### config.mk
export PLATFORM = sky130hd
export DESIGN_NAME = pipelined_barrel_shifter
export DESIGN_NICKNAME = d
export VERILOG_FILES = /design/src/rtl/shifter_pkg.sv /design/src/rtl/pipelined_barrel_shifter_shift_stage.sv /design/src/rtl/pipelined_barrel_shifter.sv
export SDC_FILE = /design/constraint.sdc
export NUM_CORES = 1
export LEC_CHECK = 0
export CAP_MARGIN = 10
export CORE_AREA = 3 3 96 98
export DETAILED_ROUTE_END_ITERATION = 10
export DIE_AREA = 0 0 99 101
export GPL_TIMING_DRIVEN = 1
export HOLD_SLACK_MARGIN = 0.05
export PLACE_DENSITY_LB_ADDON = 0.1
export REMOVE_ABC_BUFFERS = 1
export SLEW_MARGIN = 20
export SYNTH_ARGS = -nofsm -noshare
export SYNTH_HDL_FRONTEND = slang
export SYNTH_SLANG_ARGS = --single-unit
### constraint.sdc
create_clock -name clk -period 2.3 [get_ports clk]
set_input_delay 0.345 -clock clk [delete_from_list [all_inputs] [get_ports clk]]
set_output_delay 0.345 -clock clk [all_outputs]
set_load 0.005 [all_outputs]
### src/rtl/shifter_pkg.sv
// Op codes and shared types for the pipelined barrel shifter.
// Optional flags (out_carry/out_zero) are built only with BSHIFT_FLAGS_EN.
package shifter_pkg;

  typedef logic [2:0] shift_op_t;

  localparam shift_op_t OP_SLL = 3'b000;
  localparam shift_op_t OP_SRL = 3'b001;
  localparam shift_op_t OP_SRA = 3'b010;
  localparam shift_op_t OP_ROL = 3'b011;
  localparam shift_op_t OP_ROR = 3'b100;

endpackage

### src/rtl/pipelined_barrel_shifter_shift_stage.sv
// One combinational mux level of the barrel shifter: shifts by SHIFT when en is set.
// The carry ports exist only when BSHIFT_FLAGS_EN is defined.
module shift_stage
  import shifter_pkg::*;
#(
  parameter int WIDTH = 16,
  parameter int SHIFT = 1
) (
  input  logic [WIDTH-1:0] data_in,
  input  shift_op_t        op,
  input  logic             en,
`ifdef BSHIFT_FLAGS_EN
  input  logic             carry_in,
  output logic             carry_out,
`endif
  output logic [WIDTH-1:0] data_out
);

  // Shifted or rotated word for this level; unknown op codes pass through.
  always_comb begin
    data_out = data_in;
    if (en) begin
      case (op)
        OP_SLL:  data_out = data_in << SHIFT;
        OP_SRL:  data_out = data_in >> SHIFT;
        OP_SRA:  data_out = $signed(data_in) >>> SHIFT;
        OP_ROL:  data_out = {data_in[WIDTH-SHIFT-1:0], data_in[WIDTH-1:WIDTH-SHIFT]};
        OP_ROR:  data_out = {data_in[SHIFT-1:0], data_in[WIDTH-1:SHIFT]};
        default: data_out = data_in;
      endcase
    end else begin
      data_out = data_in;
    end
  end

`ifdef BSHIFT_FLAGS_EN
  // Bit leaving the word at this level; the highest shifting level wins overall.
  always_comb begin
    carry_out = carry_in;
    if (en) begin
      case (op)
        OP_SLL:  carry_out = data_in[WIDTH-SHIFT];
        OP_SRL:  carry_out = data_in[SHIFT-1];
        OP_SRA:  carry_out = data_in[SHIFT-1];
        OP_ROL:  carry_out = data_in[WIDTH-SHIFT];
        OP_ROR:  carry_out = data_in[SHIFT-1];
        default: carry_out = carry_in;
      endcase
    end else begin
      carry_out = carry_in;
    end
  end
`endif

endmodule

### src/rtl/pipelined_barrel_shifter.sv
// Pipelined barrel shifter/rotator, one registered mux level per amount bit (LSB first),
// valid/ready on both sides with a global stall. Flags built only with BSHIFT_FLAGS_EN.
module pipelined_barrel_shifter
  import shifter_pkg::*;
#(
  parameter  int WIDTH = 16,
  localparam int AMT_W = $clog2(WIDTH)
) (
  input  logic             clk,
  input  logic             reset_n,
  input  logic             in_valid,
  output logic             in_ready,
  input  logic [WIDTH-1:0] in_data,
  input  logic [AMT_W-1:0] in_amt,
  input  logic [2:0]       in_op,
  output logic             out_valid,
  input  logic             out_ready,
  output logic [WIDTH-1:0] out_data,
  output logic             out_carry,
  output logic             out_zero
);

  logic             advance_s;
  logic [WIDTH-1:0] data_r [AMT_W];
  logic [AMT_W-1:0] valid_r;
  shift_op_t        op_r   [AMT_W-1];
  logic [AMT_W-1:0] amt_r  [AMT_W-1];

  logic [WIDTH-1:0] stage_in_s  [AMT_W];
  logic [WIDTH-1:0] stage_out_s [AMT_W];
  shift_op_t        stage_op_s  [AMT_W];
  logic [AMT_W-1:0] stage_amt_s [AMT_W];
  logic [AMT_W-1:0] stage_valid_s;

`ifdef BSHIFT_FLAGS_EN
  logic [AMT_W-1:0] carry_r;
  logic [AMT_W-1:0] carry_in_s;
  logic [AMT_W-1:0] carry_out_s;
  logic             zero_r;
`endif

  // The output register is the only place a stall can originate.
  assign advance_s = !valid_r[AMT_W-1] || out_ready;
  assign in_ready  = advance_s;

  for (genvar k = 0; k < AMT_W; k++) begin : gen_stage
    if (k == 0) begin : gen_head
      assign stage_in_s[k]    = in_data;
      assign stage_op_s[k]    = in_op;
      assign stage_amt_s[k]   = in_amt;
      assign stage_valid_s[k] = in_valid;
`ifdef BSHIFT_FLAGS_EN
      assign carry_in_s[k]    = 1'b0;
`endif
    end else begin : gen_link
      assign stage_in_s[k]    = data_r[k-1];
      assign stage_op_s[k]    = op_r[k-1];
      assign stage_amt_s[k]   = amt_r[k-1];
      assign stage_valid_s[k] = valid_r[k-1];
`ifdef BSHIFT_FLAGS_EN
      assign carry_in_s[k]    = carry_r[k-1];
`endif
    end

    shift_stage #(
      .WIDTH (WIDTH),
      .SHIFT (2 ** k)
    ) u_stage (
      .data_in   (stage_in_s[k]),
      .op        (stage_op_s[k]),
      .en        (stage_amt_s[k][k]),
`ifdef BSHIFT_FLAGS_EN
      .carry_in  (carry_in_s[k]),
      .carry_out (carry_out_s[k]),
`endif
      .data_out  (stage_out_s[k])
    );
  end

  // Stage registers: all advance together, or all hold while the output is stalled.
  always_ff @(posedge clk or negedge reset_n) begin
    if (!reset_n) begin
      valid_r <= '0;
      for (int k = 0; k < AMT_W; k++) begin
        data_r[k] <= '0;
      end
      for (int k = 0; k < AMT_W - 1; k++) begin
        op_r[k]  <= OP_SLL;
        amt_r[k] <= '0;
      end
    end else if (advance_s) begin
      valid_r <= stage_valid_s;
      for (int k = 0; k < AMT_W; k++) begin
        data_r[k] <= stage_out_s[k];
      end
      for (int k = 0; k < AMT_W - 1; k++) begin
        op_r[k]  <= stage_op_s[k];
        amt_r[k] <= stage_amt_s[k];
      end
    end
  end

  assign out_valid = valid_r[AMT_W-1];
  assign out_data  = data_r[AMT_W-1];

`ifdef BSHIFT_FLAGS_EN
  // Flag registers ride alongside the data and obey the same stall.
  always_ff @(posedge clk or negedge reset_n) begin
    if (!reset_n) begin
      carry_r <= '0;
      zero_r  <= 1'b0;
    end else if (advance_s) begin
      carry_r <= carry_out_s;
      zero_r  <= (stage_out_s[AMT_W-1] == '0);
    end
  end

  assign out_carry = carry_r[AMT_W-1];
  assign out_zero  = zero_r;
`else
  assign out_carry = 1'b0;
  assign out_zero  = 1'b0;
`endif

endmodule

# [Yosys cells after proc, flatten, opt, wreduce, memory -nomap -nowiden]
# Index checks and enable logic that the tools add are counted.
[classes] n_eq_ne=16 muxes=8 reduce_logical=7
[op_table] cell="case mux 16 bit (5 select lines)" n=3
[op_table] cell="2-to-1 mux 16 bit" n=4
[op_table] cell="case mux 16 bit (4 select lines)" n=1
[op_table] cell="equality test 3 x 2 -> 1 bit, second input constant" n=8
[op_table] cell="equality test 3 x 1 -> 1 bit, second input constant" n=4
[op_table] cell="equality test 3 bit, second input constant" n=4
[op_table] cell="logical NOT 3 bit" n=4
[op_table] cell="OR reduction 2 bit" n=1
[op_table] cell="logical NOT 1 bit" n=1
[op_table] cell="logical OR 1 bit" n=1
[totals] reg_bits=89 out_inout_bits=20

# [Logic depth before layout (Yosys ltp)]
# Gate-level depths: netlist of run 1.
[depth] ltp_word=4 ltp_mapped=7 ltp_nobuf=5

# [Hierarchy]
# Synthesis of run 1 repeated with hierarchy kept, for this count alone.
[hier_totals] cells_unflattened=509 area_unflattened_um2=5843.1
[modules_own_cells] mod="pipelined_barrel_shifter" seq_area_each_um2=2077.0 cells_per_inst=195 n_inst=1 area_each_um2=3465.8
[modules_own_cells] mod="shift_stage at gen_stage[2].u_stage" seq_area_each_um2=0.0 cells_per_inst=85 n_inst=1 area_each_um2=676.9
[modules_own_cells] mod="shift_stage at gen_stage[0].u_stage" seq_area_each_um2=0.0 cells_per_inst=95 n_inst=1 area_each_um2=668.1
[modules_own_cells] mod="shift_stage at gen_stage[1].u_stage" seq_area_each_um2=0.0 cells_per_inst=89 n_inst=1 area_each_um2=668.1
[modules_own_cells] mod="shift_stage at gen_stage[3].u_stage" seq_area_each_um2=0.0 cells_per_inst=45 n_inst=1 area_each_um2=364.1

# [Worst setup path before layout of run 1]
# OpenSTA, ideal clock, no wires.
[synth_path] path_type="register to output" startpoint="reg valid_r[3]" endpoint="out in_ready" path_stages_with_launch=5 path_slack_ps=796 arrival_time_ps=1159 n_path_buf=2 cell_sequence="dfrtp_1 -> nor2b_1 -> inv_1 -> clkbuf_8 -> clkbuf_1"
[synth_via] elab_chain_len=2
[synth_rtl] item="from (decl)" line_no="pipelined_barrel_shifter.sv:25" text="logic [AMT_W-1:0] valid_r;"
[synth_rtl] item="from (signal assigned)" line_no="pipelined_barrel_shifter.sv:92" text="valid_r <= stage_valid_s;"
[synth_rtl] item="logical NOT 1 bit" line_no="pipelined_barrel_shifter.sv:43" text="assign advance_s = !valid_r[AMT_W-1] || out_ready;"
[synth_rtl] item="logical OR 1 bit" line_no="pipelined_barrel_shifter.sv:43"
[synth_rtl] item="to (decl)" line_no="pipelined_barrel_shifter.sv:12" text="output logic in_ready,"
# Every way passes these cells.

# [Final worst setup path of run 1]
[layout_path] startpoint="in out_ready" endpoint="out in_ready"
[layout_via] elab_chain_len=1
[layout_rtl] item="from (decl)" line_no="pipelined_barrel_shifter.sv:17" text="input logic out_ready,"
[layout_rtl] item="logical OR 1 bit" line_no="pipelined_barrel_shifter.sv:43"
# Every way passes these cells.

==> results of run 1 <==
power groups by stage:
stage | Clock (W) | Combinational [W] | Sequential [W]
global route | 0.00119 | 0.00402 | 0.00311
finish | 0.00112 | 0.00360 | 0.00298
floorplan | 0 | 0.00246 | 0.00283
global placement | 0 | 0.00352 | 0.00296
detailed placement | 0 | 0.00359 | 0.00300
CTS | 0.00114 | 0.00361 | 0.00297
layer usage:
layer	vias to the layer above	track usage (%)	share of wire [%]
li1	2182	-	-
met5	-	0	0
met4	0	9.664	2.9
met2	143	40.34	50
met3	25	4.083	5.1
met1	2068	30.47	42
repair_timing:
item,CTS,global route
endpoints found under the hold margin,40,0
endpoints found under the setup margin,0,0
hold buffers,1,0
worst max-delay path: cells and delay by family:
| kind | cells | cell delay (ns) |
|---|---|---|
| buf+inv | 3 | 1.11 |
| simple gates | 1 | 0.06 |
worst min path at each step:
stage,from,endpoint,cells past startpoint
floorplan,reset_n,amt_r[10],0
global placement,reset_n,amt_r[3],1
detailed placement,reset_n,amt_r[3],1
CTS,valid_r[2],valid_r[2],2
global route,valid_r[0],valid_r[0],2
finish,valid_r[2],valid_r[2],2
cell families (layout without fill, tap and decap cells):
family / Yosys count / after routing / synth area share (%)
adder cells (fa/ha/maj): 7 / 7 / 1.332
XOR/XNOR: 6 / 6 / 1.427
multiplexers: 18 / 18 / 3.616
other: 1 / 2 / 0.07129
AO/OA/AOI/OAI: 160 / 160 / 22.07
flip-flops: 83 / 83 / 39.49
buffers and inverters: 69 / 73 / 8.492
AND/OR/NAND/NOR: 278 / 278 / 23.50
registers in the layout, summed over array words and instances (netlist names):
name / count
data_r: 48
out_data: 16
op_r: 9
amt_r: 6
valid_r: 4
through the flow:
step / setup TNS [ns] / hold slack, ns / setup WS [ns]
after floorplan: -278.58 / 0.04941 / -3.731
after detailed placement: 0 / 0.3619 / 0.1588
final: 0 / 0.4596 / 0.4430
after CTS: 0 / 0.4646 / 0.4376
after global routing: 0 / 0.4881 / 0.3574
after global placement: 0 / 0.3585 / 0.2258
cell type report:
class	count	area share, %
Clock buffer	10	2.391
Multi-Input combinational cell	471	47.73
Inverter	1	0.06520
Tap cell	108	2.347
Clock inverter	3	1.130
Timing Repair Buffer	59	10.26
Sequential cell	83	36.08
cells in the final DEF, fill, tap and decap left out, types with 8 or more instances in the layout:
master and instances:
nand2_1 158, dfrtp_1 83, nor2_1 52, clkdlybuf4s50_1 43
o21ai_0 39, o221ai_1 26, o21ai_1 19, and3_1 17
o22ai_1 16, o21a_1 14, buf_4 12, nand2b_1 11
mux2i_1 10, clkbuf_8 10, a221oi_1 9, mux2_2 8
==> flow_metrics.tcl, run 1 <==
set metrics [dict create \
    cap_violations 0 \
    r2r_end "data_r[21]" \
    power_frac_comb_pct 46.8 \
    design.die.area_sq_mm 0.009999 \
    r2r_slack_ns 0.50 \
    syn_area_per_cell_sq_um 8.457 \
    layout_min_cycle_time_ns 1.857 \
    stdcell_count 735 \
    crit_path_start_kind "primary input" \
    slowest_stage "clkdlybuf4s50_1" \
    cts.path.max_buffers 2 \
    hold_violations 0 \
    vias 4418 \
    switching_power_w 0.003130 \
    core_sq_mm 0.008551 \
    cts_tree "yes" \
    synth_area_sq_mm 0.005260 \
    seq_area_sq_mm 0.002077 \
    timing.final.crit_share_pct 80.74 \
    synth.area.top_cells "dfrtp_1, nand2_1, o221ai_1" \
    power.total_w 0.007698 \
    p_leak_nw 2.427 \
    initial_core_util_pct 61.52 \
    power_per_cell_area_mw_per_mm2 1337 \
    drt_iter0_drc 187 \
    fill_cells 753 \
    ys_seq_elements 83 \
    placed_cells 721 \
    syn_to_final_growth_pct 9.443 \
    synth_most_common_cell "nand2_1" \
    synth.top_cells.by_count "nand2_1, dfrtp_1, nor2_1, o21ai_0, o221ai_1" \
    io_buffer_count 44 \
    drt-total-wl_microns 11770 \
    critPathMaxStageDelay_ns 0.53 \
    io_pins 47 \
    cp_data_arrival_time_ns 1.51 \
    synth_edf_count 0 \
    finalSetupViolations 0 \
    grt_pass1_wl_microns 19600 \
    rsz0062_at_grt "no" \
    drc 0 \
    hpwlAfterDp_microns 8023 \
    path_cells "clkdlybuf4s50_1 -> nor2b_4 -> inv_2 -> clkdlybuf4s50_1" \
    endpoint "in_ready" \
    slew_viol_final 0 \
    synth-main-ff-cell "dfrtp_1" \
    ys_seq_area_share_pct 39.49 \
    first_global_vias 4022 \
    drt-pass1-iter-count 5 \
    fin_area_sq_mm 0.005757 \
    max_freq_mhz 538.5 \
    async_flop_share_pct 100.0 \
    seq_power_share_pct 38.7 \
    syn_inst 622 \
    cts_setup_buffers 0 \
    fin_skew_ns 0.01017 \
    crit_type "in2out" \
    vias_per_cell 6.011 \
    antenna_found_initial 0 \
    antenna_left 0 \
    critPathLaunch "out_ready" \
    p_clk_share_pct 14.5 \
    cts_resized 0 \
    multiInputGateArea_sq_mm 0.002748 \
    grt_usage_pct 23.86 \
    nets 652 \
    clock_sinks 83 \
    cts_max_level 3 \
    yosys.area.top_type "dfrtp_1" \
    die_y_microns 101 \
    cpMostUsedCell "clkdlybuf4s50_1" \
    diodes 0 \
    p_int_w 0.004567 \
    yosysUniqueCellTypes 52 \
    detail_route.wl_per_cell_microns 16.01 \
    slew_headroom_pct 42.28 \
    yosys_warnings 0 \
    switching_share_pct 40.67 \
    placed_area_sq_mm 0.005544 \
    worstReg2RegStart "op_r[5]" \
    ir_drop_uv 504.9 \
    yosys.area.top_type_share_pct 39.49 \
    cp.required_ns 1.96 \
    insertion_delay_ns 0.35 \
    die_x_microns 99 \
    outcome "finished clean" \
    cts_root_buf "clkbuf_8" \
    reg2reg_depth 4 \
    cp-end-kind "output port" \
    cp_max_fo 2 \
    final_core_util_pct 67.33 \
    drive_gt1_share_pct 8.772 \
    worst_pin_slew_ns 0.8659 \
    clk_pin_slew_worst_paths_ns 0.08 \
    place_congestion 0.9164 \
    hp-class "reg2reg" \
    overflow 0 \
    grt_max_degree 90 \
    cts_buffers 9 \
    rows 34 \
]
(Power assumes the default switching activity.)
==> run 2, diff against run 1 <==
--- a/config.mk
+++ b/config.mk
@@ -6,9 +6,9 @@
 export NUM_CORES = 1
 export LEC_CHECK = 0
 export CAP_MARGIN = 10
-export CORE_AREA = 3 3 96 98
+export CORE_AREA = 3 3 104 106
 export DETAILED_ROUTE_END_ITERATION = 10
-export DIE_AREA = 0 0 99 101
+export DIE_AREA = 0 0 107 109
 export GPL_TIMING_DRIVEN = 1
 export HOLD_SLACK_MARGIN = 0.05
 export PLACE_DENSITY_LB_ADDON = 0.1
==> constraint.sdc (replaced) <==
create_clock -name clk -period 1.6 [get_ports clk]
set_input_delay 0.24 -clock clk [delete_from_list [all_inputs] [get_ports clk]]
set_output_delay 0.24 -clock clk [all_outputs]
set_load 0.005 [all_outputs]
==> flow_metrics.tcl, run 2 (same netlist as run 1, synthesis figures left out) <==
set metrics [dict create \
    power.total_w 0.01180 \
    p_clk_share_pct 12.7 \
    cp_data_arrival_time_ns 1.81 \
    cts.path.max_buffers 2 \
    setup_ws_ns 0.04789 \
    insertion_delay_ns 0.36 \
    crit_type "reg2reg" \
    layout_commonest_cell "nand2_1" \
    overflow 0 \
    grt_max_degree 48 \
    io_buffer_count 44 \
    layout_min_cycle_time_ns 1.552 \
    final_core_util_pct 63.41 \
    largest_register "data_r" \
    drt-total-wl_microns 12520 \
    slew_viol_final 0 \
    drt_iter0_drc 206 \
    switching_power_w 0.004799 \
    antenna_left 0 \
    drt-pass1-iter-count 4 \
    outcome "finished clean" \
    drc 0 \
    rows 36 \
    detail_route.wl_per_cell_microns 15.37 \
    cts_tree "yes" \
    cts_buffers 9 \
    io_pins 47 \
    grt_pass1_wl_microns 21350 \
    cap_violations 0 \
    antenna_found_initial 0 \
    fin_skew_ns 0.009119 \
    core_sq_mm 0.009864 \
    p_leak_nw 2.683 \
    p_int_w 0.006998 \
    place_ws_ns -0.2962 \
    power_per_cell_area_mw_per_mm2 1886 \
    drive_gt1_share_pct 17.60 \
    cp-end-kind "register" \
    grt_usage_pct 22.54 \
    syn_to_final_growth_pct 18.91 \
    crit_path_start_kind "register" \
    stdcell_count 815 \
    cp_max_fo 12 \
    place_congestion 0.8358 \
    first_global_vias 4516 \
    power_frac_comb_pct 52.1 \
    mostFrequentLayoutCells "nand2_1, dfrtp_1, buf_4" \
    finalSetupViolations 0 \
    clock_sinks 83 \
    cts_root_buf "clkbuf_8" \
    hpwlAfterDp_microns 9335 \
    clk_pin_slew_worst_paths_ns 0.08 \
    timing.final.crit_share_pct 97.01 \
    max_freq_mhz 644.3 \
    largest_reg_flops 48 \
    placed_cells 794 \
    vias_per_cell 5.661 \
    hp-class "in2async" \
    die_y_microns 109 \
    design.die.area_sq_mm 0.01166 \
    die_x_microns 107 \
    seq_power_share_pct 35.2 \
    hold_violations 0 \
    cp.required_ns 1.85 \
    ir_drop_uv 779.7 \
    initial_core_util_pct 53.32 \
    cts_max_level 3 \
    diodes 0 \
    switching_share_pct 40.68 \
    vias 4614 \
    nets 704 \
    rsz0062_at_grt "yes" \
]
run 2: cell types whose count changed in the layout (fill, tap and decap cells not counted), sizes merged:
cell,previous run,this run
buf,15,67
bufinv,2,1
clkbuf,10,12
clkdlybuf4s50,43,42
clkinvlp,0,2
dlygate4sd2,0,1
run 2: critical path, stage by stage, from the launching register on:
cell and delay, ns:
dfrtp_1 0.38, buf_4 0.19, xnor2_2 0.33, mux2i_1 0.24
nand2_1 0.09, a32o_1 0.22
run 2: worst paths after layout:
check                      startpoint     endpoint  slack (ns)  depth (start not counted)
setup / recovery              op_r[4]   data_r[24]        0.05                          5
hold / removal                reset_n  out_data[7]        0.35                          2
setup reg to reg              op_r[4]   data_r[24]        0.05                          5
hold reg to reg            valid_r[2]   valid_r[2]        0.47                          2
max in group asynchronous     reset_n   data_r[21]        0.68                          3
min in group clk             in_valid   valid_r[0]        0.41                          3
run 2: area by class of cell:
type                       count  area [sq um]
sequential                    83          2078
fill                         852          3610
clock inverter                 4         50.05
clock buffer                  12         145.1
timing repair buffer         111         992.2
multi-input combinational    471          2816
tap                          133         166.4
inverter                       1         6.256
run 2: repair_timing:
action | 4_1_cts | 5_1_grt
hold endpoints to repair | 28 | 0
endpoints found under the setup margin | 1 | 27
pin swaps | 0 | 2
hold buffers | 1 | 0
buffers inserted | 0 | 4
resized for setup | 2 | 17
run 2: power by group through the flow:
stage | logic [W] | clock network [W] | registers [W]
after floorplan | 0.00353 | 0 | 0.00407
after global placement | 0.00577 | 0 | 0.00411
after detailed placement | 0.00589 | 0 | 0.00416
after CTS | 0.00592 | 0.00153 | 0.00411
after global routing | 0.00684 | 0.00162 | 0.00432
final | 0.00614 | 0.00150 | 0.00415
run 2: metal layers:
| layer | part of all wire (%) | vias to the layer above | routed length (microns) | track usage (%) |
|---|---|---|---|---|
| met4 | 2.0 | 0 | 252 | 9.041 |
| met3 | 4.6 | 24 | 571 | 3.552 |
| li1 | - | 2293 | - | - |
| met1 | 41 | 2146 | 5118 | 26.12 |
| met2 | 53 | 151 | 6581 | 41.64 |
| met5 | 0 | - | 0 | 0 |
run 2: metrics by stage:
stage / area, sq um / setup TNS, ns / hold slack [ns]
2_1_floorplan: 4821 / -337.27 / -0.05559
3_3_place_gp: 5936 / -5.131 / 0.1875
3_5_place_dp: 5936 / -5.444 / 0.1972
4_1_cts: 6142 / 0 / 0.3482
5_1_grt: 6255 / -0.004653 / 0.3812
6_report: 6255 / 0 / 0.3455
